--- src/rtl/irq_ctrl.sv ---
// Interrupt controller: rising-edge capture into a pending register,
// masking, fixed-priority selection (index 0 highest) and a
// request / in-service handshake with the CPU. Software acknowledges
// completion by writing STAT (EOI).
`timescale 1ns/1ps
module irq_ctrl #(
  parameter int N_SRC = 6
) (
  input  logic             clk,
  input  logic             rst,
  input  logic [29:0]      Addr,
  input  logic             WE,
  input  logic [31:0]      Din,
  output logic [31:0]      Dout,
  input  logic [N_SRC-1:0] irq_in,
  input  logic             int_ack,
  output logic             int_req,
  output logic [3:0]       int_id
);

  typedef enum logic [1:0] {
    IDLE = 2'd0,
    REQ  = 2'd1,
    INSV = 2'd2
  } state_t;

  state_t           state_reg, state_next;
  logic [N_SRC-1:0] irq_q_reg;
  logic [N_SRC-1:0] pend_reg, pend_next;
  logic [N_SRC-1:0] mask_reg;
  logic             en_reg;
  logic             int_req_reg, int_req_next;
  logic [3:0]       int_id_reg, int_id_next;

  logic [N_SRC-1:0] rise;
  logic [N_SRC-1:0] eligible;
  logic [15:0]      elig_ext;
  logic [N_SRC-1:0] w1c_clr;
  logic [N_SRC-1:0] ack_clr;
  logic [3:0]       sel;
  logic             wr_pend, wr_mask, wr_ctrl, eoi;
  logic             ack_take;
  logic             insv;
  logic             unused_bits;

  // Only Addr[1:0] (byte address bits 3:2) select a register; the rest of
  // the address and the write data above the register width are don't-care.
  assign unused_bits = ^{Addr[29:2], Din[31:N_SRC]};

  assign wr_pend = WE && (Addr[1:0] == 2'd0);
  assign wr_mask = WE && (Addr[1:0] == 2'd1);
  assign wr_ctrl = WE && (Addr[1:0] == 2'd2);
  assign eoi     = WE && (Addr[1:0] == 2'd3) && (state_reg == INSV);

  assign insv     = (state_reg == INSV);
  assign rise     = irq_in & ~irq_q_reg;
  assign eligible = pend_reg & mask_reg;
  assign elig_ext = 16'(eligible);
  assign ack_take = (state_reg == REQ) && int_ack;
  assign w1c_clr  = wr_pend ? Din[N_SRC-1:0] : '0;
  assign ack_clr  = ack_take ? (N_SRC'(1) << int_id_reg) : '0;

  // Per-bit pending update: a new edge always wins over a clear.
  genvar gi;
  generate
    for (gi = 0; gi < N_SRC; gi++) begin : g_pend
      assign pend_next[gi] = rise[gi] | (pend_reg[gi] & ~w1c_clr[gi] & ~ack_clr[gi]);
    end
  endgenerate

  // Priority encoder: scan downward so the lowest eligible index ends up selected.
  always_comb begin
    sel = 4'd0;
    for (int i = N_SRC - 1; i >= 0; i--) begin
      if (eligible[i]) sel = 4'(i);
    end
  end

  // Next-state and request/ID logic for the request handshake.
  always_comb begin
    state_next   = state_reg;
    int_req_next = int_req_reg;
    int_id_next  = int_id_reg;
    case (state_reg)
      IDLE: begin
        if (en_reg && (|eligible)) begin
          int_id_next  = sel;
          int_req_next = 1'b1;
          state_next   = REQ;
        end
      end
      REQ: begin
        // Acknowledge takes precedence over a simultaneous withdraw.
        if (int_ack) begin
          int_req_next = 1'b0;
          state_next   = INSV;
        end else if (!en_reg || !elig_ext[int_id_reg]) begin
          int_req_next = 1'b0;
          state_next   = IDLE;
        end
      end
      INSV: begin
        int_req_next = 1'b0;
        if (eoi) state_next = IDLE;
      end
      default: begin
        int_req_next = 1'b0;
        state_next   = IDLE;
      end
    endcase
  end

  // State, edge-detect and software-visible registers.
  always_ff @(posedge clk) begin
    if (rst) begin
      state_reg   <= IDLE;
      irq_q_reg   <= '0;
      pend_reg    <= '0;
      mask_reg    <= '0;
      en_reg      <= 1'b0;
      int_req_reg <= 1'b0;
      int_id_reg  <= 4'd0;
    end else begin
      state_reg   <= state_next;
      irq_q_reg   <= irq_in;
      pend_reg    <= pend_next;
      int_req_reg <= int_req_next;
      int_id_reg  <= int_id_next;
      if (wr_mask) mask_reg <= Din[N_SRC-1:0];
      if (wr_ctrl) en_reg   <= Din[0];
    end
  end

  // Combinational read mux over the four-word register window.
  always_comb begin
    Dout = 32'd0;
    case (Addr[1:0])
      2'd0: Dout = 32'(pend_reg);
      2'd1: Dout = 32'(mask_reg);
      2'd2: Dout = {31'd0, en_reg};
      2'd3: Dout = {27'd0, insv, int_id_reg};
      default: Dout = 32'd0;
    endcase
  end

  assign int_req = int_req_reg;
  assign int_id  = int_id_reg;

endmodule

--- config.mk ---
export PLATFORM = sky130hd
export DESIGN_NAME = irq_ctrl
export DESIGN_NICKNAME = d
export VERILOG_FILES = /design/src/rtl/irq_ctrl.sv
export SDC_FILE = /design/constraint.sdc
export NUM_CORES = 1
export LEC_CHECK = 0
export ABC_AREA = 1
export BUFFER_PORTS_ARGS = -buffer_cell sky130_fd_sc_hd__buf_2
export CAP_MARGIN = 20
export CORE_MARGIN = 10
export CORE_UTILIZATION = 30
export CTS_BUF_LIST = sky130_fd_sc_hd__clkbuf_4 sky130_fd_sc_hd__clkbuf_8
export DETAILED_ROUTE_END_ITERATION = 7
export GPL_TIMING_DRIVEN = 0
export HOLD_SLACK_MARGIN = 0.06
export MAX_ROUTING_LAYER = met4
export SETUP_SLACK_MARGIN = 0.3
export SLEW_MARGIN = 30
export SYNTH_ARGS = -nofsm -noshare
export SYNTH_HDL_FRONTEND = slang
export SYNTH_SLANG_ARGS = --single-unit
export TNS_END_PERCENT = 10
--- constraint.sdc ---
create_clock -name clk -period 1.5 [get_ports clk]
set_input_delay 0.15 -clock clk [delete_from_list [all_inputs] [get_ports clk]]
set_output_delay 0.15 -clock clk [all_outputs]
set_load 0.02 [all_outputs]
==> results.py, run 1 <==
metrics = {
    "global_route": {
        "grt_pass1_wl_mm": 5.93,
        "grt_util_met2": 0.154,
        "grtUsageTotal": 0.0976,
        "grt_max_degree": 16,
        "use_met3": 0.0423,
        "grt_pass1_vias": 1279,
        "grt_use_met1": 0.112,
        "antenna_found_initial": 0,
        "top_usage_layer": "met2",
        "grt-ovfl-total": 0,
    },
    "detailed_routing": {
        "num_vias": 1346,
        "route.detailed.drc": 0,
        "postRouteAntennaNets": 0,
        "drt_iter0_drc": 71,
        "firstDrtPassIters": 4,
        "via_per_inst": 4.22,
        "wl_per_cell_um": 11.6,
        "routed_wl_mm": 3.69,
    },
    "critical_path": {
        "cp_num_buf_inv": 2,
        "cp-start-kind": "flop",
        "regToRegEndpoint": "int_id[0]",
        "crit_fanout": 3,
        "crit_arrival_ns": 1.09,
        "crit_type": "reg -> out",
        "cp_top_family": "flip-flops",
        "cp-end-kind": "primary output",
        "reg2reg_from": "pend_reg[3]",
        "reg2reg_depth": 7,
        "crit_path_top_delay_cell": "dfxtp_2",
        "r2r_setup_slack_ns": 0.28,
        "cp.required_ns": 1.35,
        "max_stage_delay_ns": 0.35,
        "path_cells": "inv_2 > nor2_4 > nand3_2 > o211ai_1 > buf_4",
    },
    "synth": {
        "synth.area.mux_share": 0,
        "async_reset_ff_frac": 0,
        "ys.flop_type": "dfxtp_1",
        "syn-mean-instance-area_um2": 6.78,
        "synth_area_leader_cell": "dfxtp_1",
        "synth_cell_types": 26,
        "synth-simple-area-share": 0.269,
        "yosysSeqAreaShare": 0.353,
        "netlist_instances": 209,
        "ys_seq_elements": 25,
        "yosys-top-cells-area": "dfxtp_1 35%, buf_4 14%, nand2_1 13%",
        "synth_compound_area_frac": 0.148,
        "synth_top_cell_area_share": 0.353,
        "synth-edff-count": 0,
        "synth_top_family_by_area": "simple AND/OR/NAND/NOR gates",
        "netlist_area_um2": 1420,
        "synthAdderAreaFrac": 0,
        "yosysWarningCount": 0,
        "synth_xor_area_frac": 0,
    },
    "clocking": {
        "cts_made_buffers": 3,
        "cts_root_buf": "clkbuf_8",
        "clk_path_buf_depth": 2,
        "cts.reportedPaths.clkPinSlew_ns": 0.09,
        "clock-sinks": 25,
        "insertion_delay_ns": 0.27,
        "cts_tree": "done",
        "postCtsHoldBufs": 0,
        "h-tree-depth": 1,
    },
    "timing": {
        "clock.fmax_mhz": 810,
        "period_needed_ns": 1.24,
        "max_slew.worst_pin.slew_ns": 0.561,
        "rsz0062_at_grt": "true",
        "setup_tns_ns": 0,
        "relSlewSlack": 0.626,
        "hold_ws_ns": 0.0831,
        "finalMaxSlewViolations": 0,
        "final_hold_viol_count": 0,
        "fin_crit_sh": 0.823,
        "setup_violations": 0,
        "skew_ns": 0.00701,
    },
    "power": {
        "leakage_uw": 0.000937,
        "vdd_drop_max_v": 0.000518,
        "powerDensity_nw_per_um2": 769,
    },
    "floorplan": {
        "die_area_um2": 7870,
        "fp.dieH_um": 88.7,
        "top_level_ports": 109,
        "num_rows": 24,
        "core_um2": 4470,
        "initial_core_util": 0.317,
        "die_w_um": 88.7,
    },
    "hold_path": {
        "hold_depth": 3,
        "min_from": "irq_in[2]",
        "hp-class": "in -> reg",
        "worstHoldEndpoint": "irq_q_reg[2]",
    },
    "status": {
        "outcome": "completed",
    },
    "layout": {
        "layout_commonest_cell": "nand2_1",
        "n_fill_cell": 475,
        "final_cell_mix": "48 x nand2_1, 32 x buf_4, 27 x conb_1",
        "multi_input_area_um2": 733,
        "layout-drive-gt1-share": 0.326,
        "syn_to_final_growth_pct": 30.7,
        "num_antenna_cells": 0,
        "layout.nets": 340,
        "register_area_um2": 522,
    },
    "place": {
        "dp_hpwl_mm": 3.02,
        "gp_congestion": 0.837,
        "numPortBuffers": 26,
    },
    "job": {
        "maxCapViolCount": 0,
    },
}
-- metal layers --
metal | vias up | wire length [µm]
li1 | 733 | -
met1 | 572 | 1780
met2 | 36 | 1560
met3 | 5 | 317
met4 | 0 | 29
met5 | - | 0
-- what timing repair did --
item | in CTS | in global routing
pin swaps | 3 | 6
endpoints found under the setup margin | 10 | 15
gates resized for setup | 9 | 24
setup buffers | 0 | 2
-- through the flow --
step	instance area (µm²)	std cells	utilization	worst slack, ns	power, µW
6_report	1850	319	0.414	0.265	1420
5_1_grt	1850	319	0.414	0.189	1510
4_1_cts	1780	317	0.398	0.181	1430
3_5_place_dp	1720	313	0.384	0.164	1010
3_3_place_gp	1720	313	0.384	0.183	1010
2_1_floorplan	1520	235	-	0.273	947
-- final cells by class --
cell class / count / share of cell area
plain buffers: 30 / 0.116
clock buffers: 3 / 0.0223
clock inverters: 1 / 0.00406
inverters: 28 / 0.0581
multi-input cells: 152 / 0.396
flip-flops and latches: 25 / 0.282
well taps: 52 / 0.0352
repair buffers: 28 / 0.0859
-- Yosys cell counts, types with 2 or more instances --
library cell and count:
nor2_1 23, a31oi_1 6, nand2_1 48, clkbuf_1 2, buf_4 27, inv_1 27, o21ai_0 11, nor3_1 3
nand3_1 9, dfxtp_1 25, a21oi_1 12, o221ai_1 2
-- logic make-up after synthesis --
logic type / count (synthesis)
flip-flops: 25
AO/OA/AOI/OAI: 36
other: 1
buffers and inverters: 58
AND/OR/NAND/NOR: 89
-- worst reg2reg max path, cell delays in order (launching register included) --
cell      delay (ns)
dfxtp_2         0.35
nand2_1         0.11
nand2_1         0.12
nor2_2          0.05
nand2_2         0.09
nand3_4         0.11
nand3b_1        0.19
a21oi_1         0.12
-- power by group --
part	internal [µW]	total, µW	switching [µW]	leakage, µW
logic	115	297	181	0.000705
registers	695	715	20.6	0.000211
clock network	189	411	222	0.0000217
total	999	1420	425	0.000937
-- how the worst max path moves through the flow --
stage / startpoint / to / slack, ns / cells past startpoint
6_report: state_reg[1] / Dout[4] / 0.26 / 5
5_1_grt: int_id[1] / int_req / 0.19 / 10
4_1_cts: state_reg[1] / Dout[4] / 0.18 / 5
3_5_place_dp: Addr[0] / pend_reg[1] / 0.16 / 7
3_3_place_gp: Addr[0] / pend_reg[4] / 0.18 / 7
2_1_floorplan: int_id[1] / int_req / 0.27 / 9
Power figures use the tool's default switching activity.
==> inputs of run 2 (changes only) <==
==> constraint.sdc (replaced) <==
create_clock -name clk -period 1.3 [get_ports clk]
set_input_delay 0.13 -clock clk [delete_from_list [all_inputs] [get_ports clk]]
set_output_delay 0.13 -clock clk [all_outputs]
set_load 0.02 [all_outputs]
==> results.py, run 2 (same netlist as run 1, synthesis figures left out) <==
metrics = {
    "timing": {
        "clock.fmax_mhz": 793,
        "finalMaxSlewViolations": 0,
        "fin_crit_sh": 0.970,
        "final_hold_viol_count": 0,
        "relSlewSlack": 0.665,
        "rsz0062_at_grt": "true",
        "max_slew.worst_pin.slew_ns": 0.501,
        "setup_tns_ns": 0,
        "skew_ns": 0.00289,
        "period_needed_ns": 1.26,
        "setup_violations": 0,
    },
    "clocking": {
        "clock-sinks": 25,
        "insertion_delay_ns": 0.27,
        "cts_made_buffers": 3,
        "cts_tree": "done",
        "cts_root_buf": "clkbuf_8",
        "cts.reportedPaths.clkPinSlew_ns": 0.09,
        "postCtsHoldBufs": 0,
        "clk_path_buf_depth": 2,
        "h-tree-depth": 1,
    },
    "floorplan": {
        "num_rows": 24,
        "fp.dieH_um": 88.7,
        "die_area_um2": 7870,
        "initial_core_util": 0.317,
        "die_w_um": 88.7,
        "top_level_ports": 109,
        "core_um2": 4470,
    },
    "hold_path": {
        "min_from": "irq_in[5]",
        "hold_depth": 3,
        "hp-class": "in -> reg",
    },
    "layout": {
        "fin_util": 0.431,
        "syn_to_final_growth_pct": 36.1,
        "num_antenna_cells": 0,
        "layout.nets": 342,
        "final_cell_mix": "38 x nand2_1, 34 x buf_4, 27 x conb_1",
        "layout_commonest_cell": "nand2_1",
        "fin_area_um2": 1930,
        "layout-drive-gt1-share": 0.405,
    },
    "place": {
        "dp_hpwl_mm": 2.97,
        "gp_congestion": 0.837,
        "dpl-instance-area_um2": 1720,
        "numPortBuffers": 26,
    },
    "critical_path": {
        "path_cells": "inv_2 > nor2_4 > nand3_2 > o211ai_1 > buf_4",
        "reg2reg_depth": 10,
        "crit_start": "state_reg[1]",
        "crit_type": "reg -> out",
        "max_stage_delay_ns": 0.34,
        "cp-end-kind": "primary output",
        "crit_path_top_delay_cell": "dfxtp_2",
        "reg2reg_from": "int_id[1]",
        "crit_cells": 5,
        "r2r_setup_slack_ns": 0.12,
        "cp-start-kind": "flop",
        "cp_top_family": "flip-flops",
        "crit_arrival_ns": 1.13,
        "crit_fanout": 3,
        "cp_num_buf_inv": 2,
        "cp.required_ns": 1.17,
    },
    "global_route": {
        "grtUsageTotal": 0.0985,
        "antenna_found_initial": 0,
        "grt_max_degree": 15,
        "grt_pass1_vias": 1282,
        "grt-ovfl-total": 0,
        "grt_pass1_wl_mm": 5.95,
    },
    "status": {
        "outcome": "completed",
    },
    "detailed_routing": {
        "route.detailed.drc": 0,
        "drt_iter0_drc": 67,
        "num_vias": 1377,
        "wl_per_cell_um": 11.9,
        "firstDrtPassIters": 4,
        "via_per_inst": 4.29,
        "postRouteAntennaNets": 0,
        "routed_wl_mm": 3.83,
    },
    "job": {
        "maxCapViolCount": 0,
    },
    "power": {
        "powerDensity_nw_per_um2": 856,
        "leakage_uw": 0.000978,
        "vdd_drop_max_v": 0.000673,
    },
}
run 2: changes by cell type in the layout (fill, tap and decap cells not counted), moves of 2 or more:
cell / delta
buf_4: +2
dfxtp_2: +5
nand2_1: -10
nand2_2: +9
dfxtp_1: -5
run 2: what timing repair did:
action / CTS / global route
setup buffers: 1 / 3
setup endpoints to repair: 18 / 24
resized for setup: 8 / 48
pin swaps: 0 / 17
run 2: metrics by stage:
| stage | setup slack [ns] | std cells | hold WS [ns] | total power (µW) |
|---|---|---|---|---|
| final | 0.0388 | 321 | 0.0684 | 1650 |
| after global routing | -0.0252 | 321 | 0.0797 | 1740 |
| after CTS | 0.0336 | 318 | 0.0612 | 1640 |
| after detailed placement | -0.0295 | 313 | 0.352 | 1170 |
| after global placement | -0.00851 | 313 | 0.344 | 1160 |
| after floorplan | 0.217 | 235 | 0.255 | 1090 |
run 2: path summary, 6_finish.rpt:
kind                                      to
worst max-delay path                 Dout[4]
worst min-delay path            irq_q_reg[5]
worst max register to register       int_req
worst min register to register   pend_reg[2]
run 2: layer usage:
layer	vias up	wire (µm)	track usage	share of wire
met4	0	36	0.0264	0.0094
met5	-	0	-	0
li1	736	-	-	-
met3	4	307	0.0349	0.080
met2	52	1790	0.161	0.47
met1	585	1700	0.112	0.44
run 2: area by class of cell:
cell class	instances	area (µm²)
fill	499	2550
multi-input combinational	152	779
sequential	25	528
buffer	30	216
timing repair buffer	30	180
inverter	28	113
tap	52	65.1
clock buffer	3	41.3
clock inverter	1	5.00
run 2: worst register-to-register path, stage by stage (launching register included):
cell	delay, ns
dfxtp_4	0.37
buf_6	0.13
nor2_4	0.09
nand2_1	0.08
nand3_2	0.07
nand2_1	0.05
inv_1	0.06
nand2_2	0.06
nand2_2	0.07
nand2_2	0.05
a21oi_2	0.09
run 2: power breakdown:
part           switching (µW)  internal [µW]  total (µW)
Sequential               30.4            803         834
Combinational             213            136         349
Clock                     252            215         467
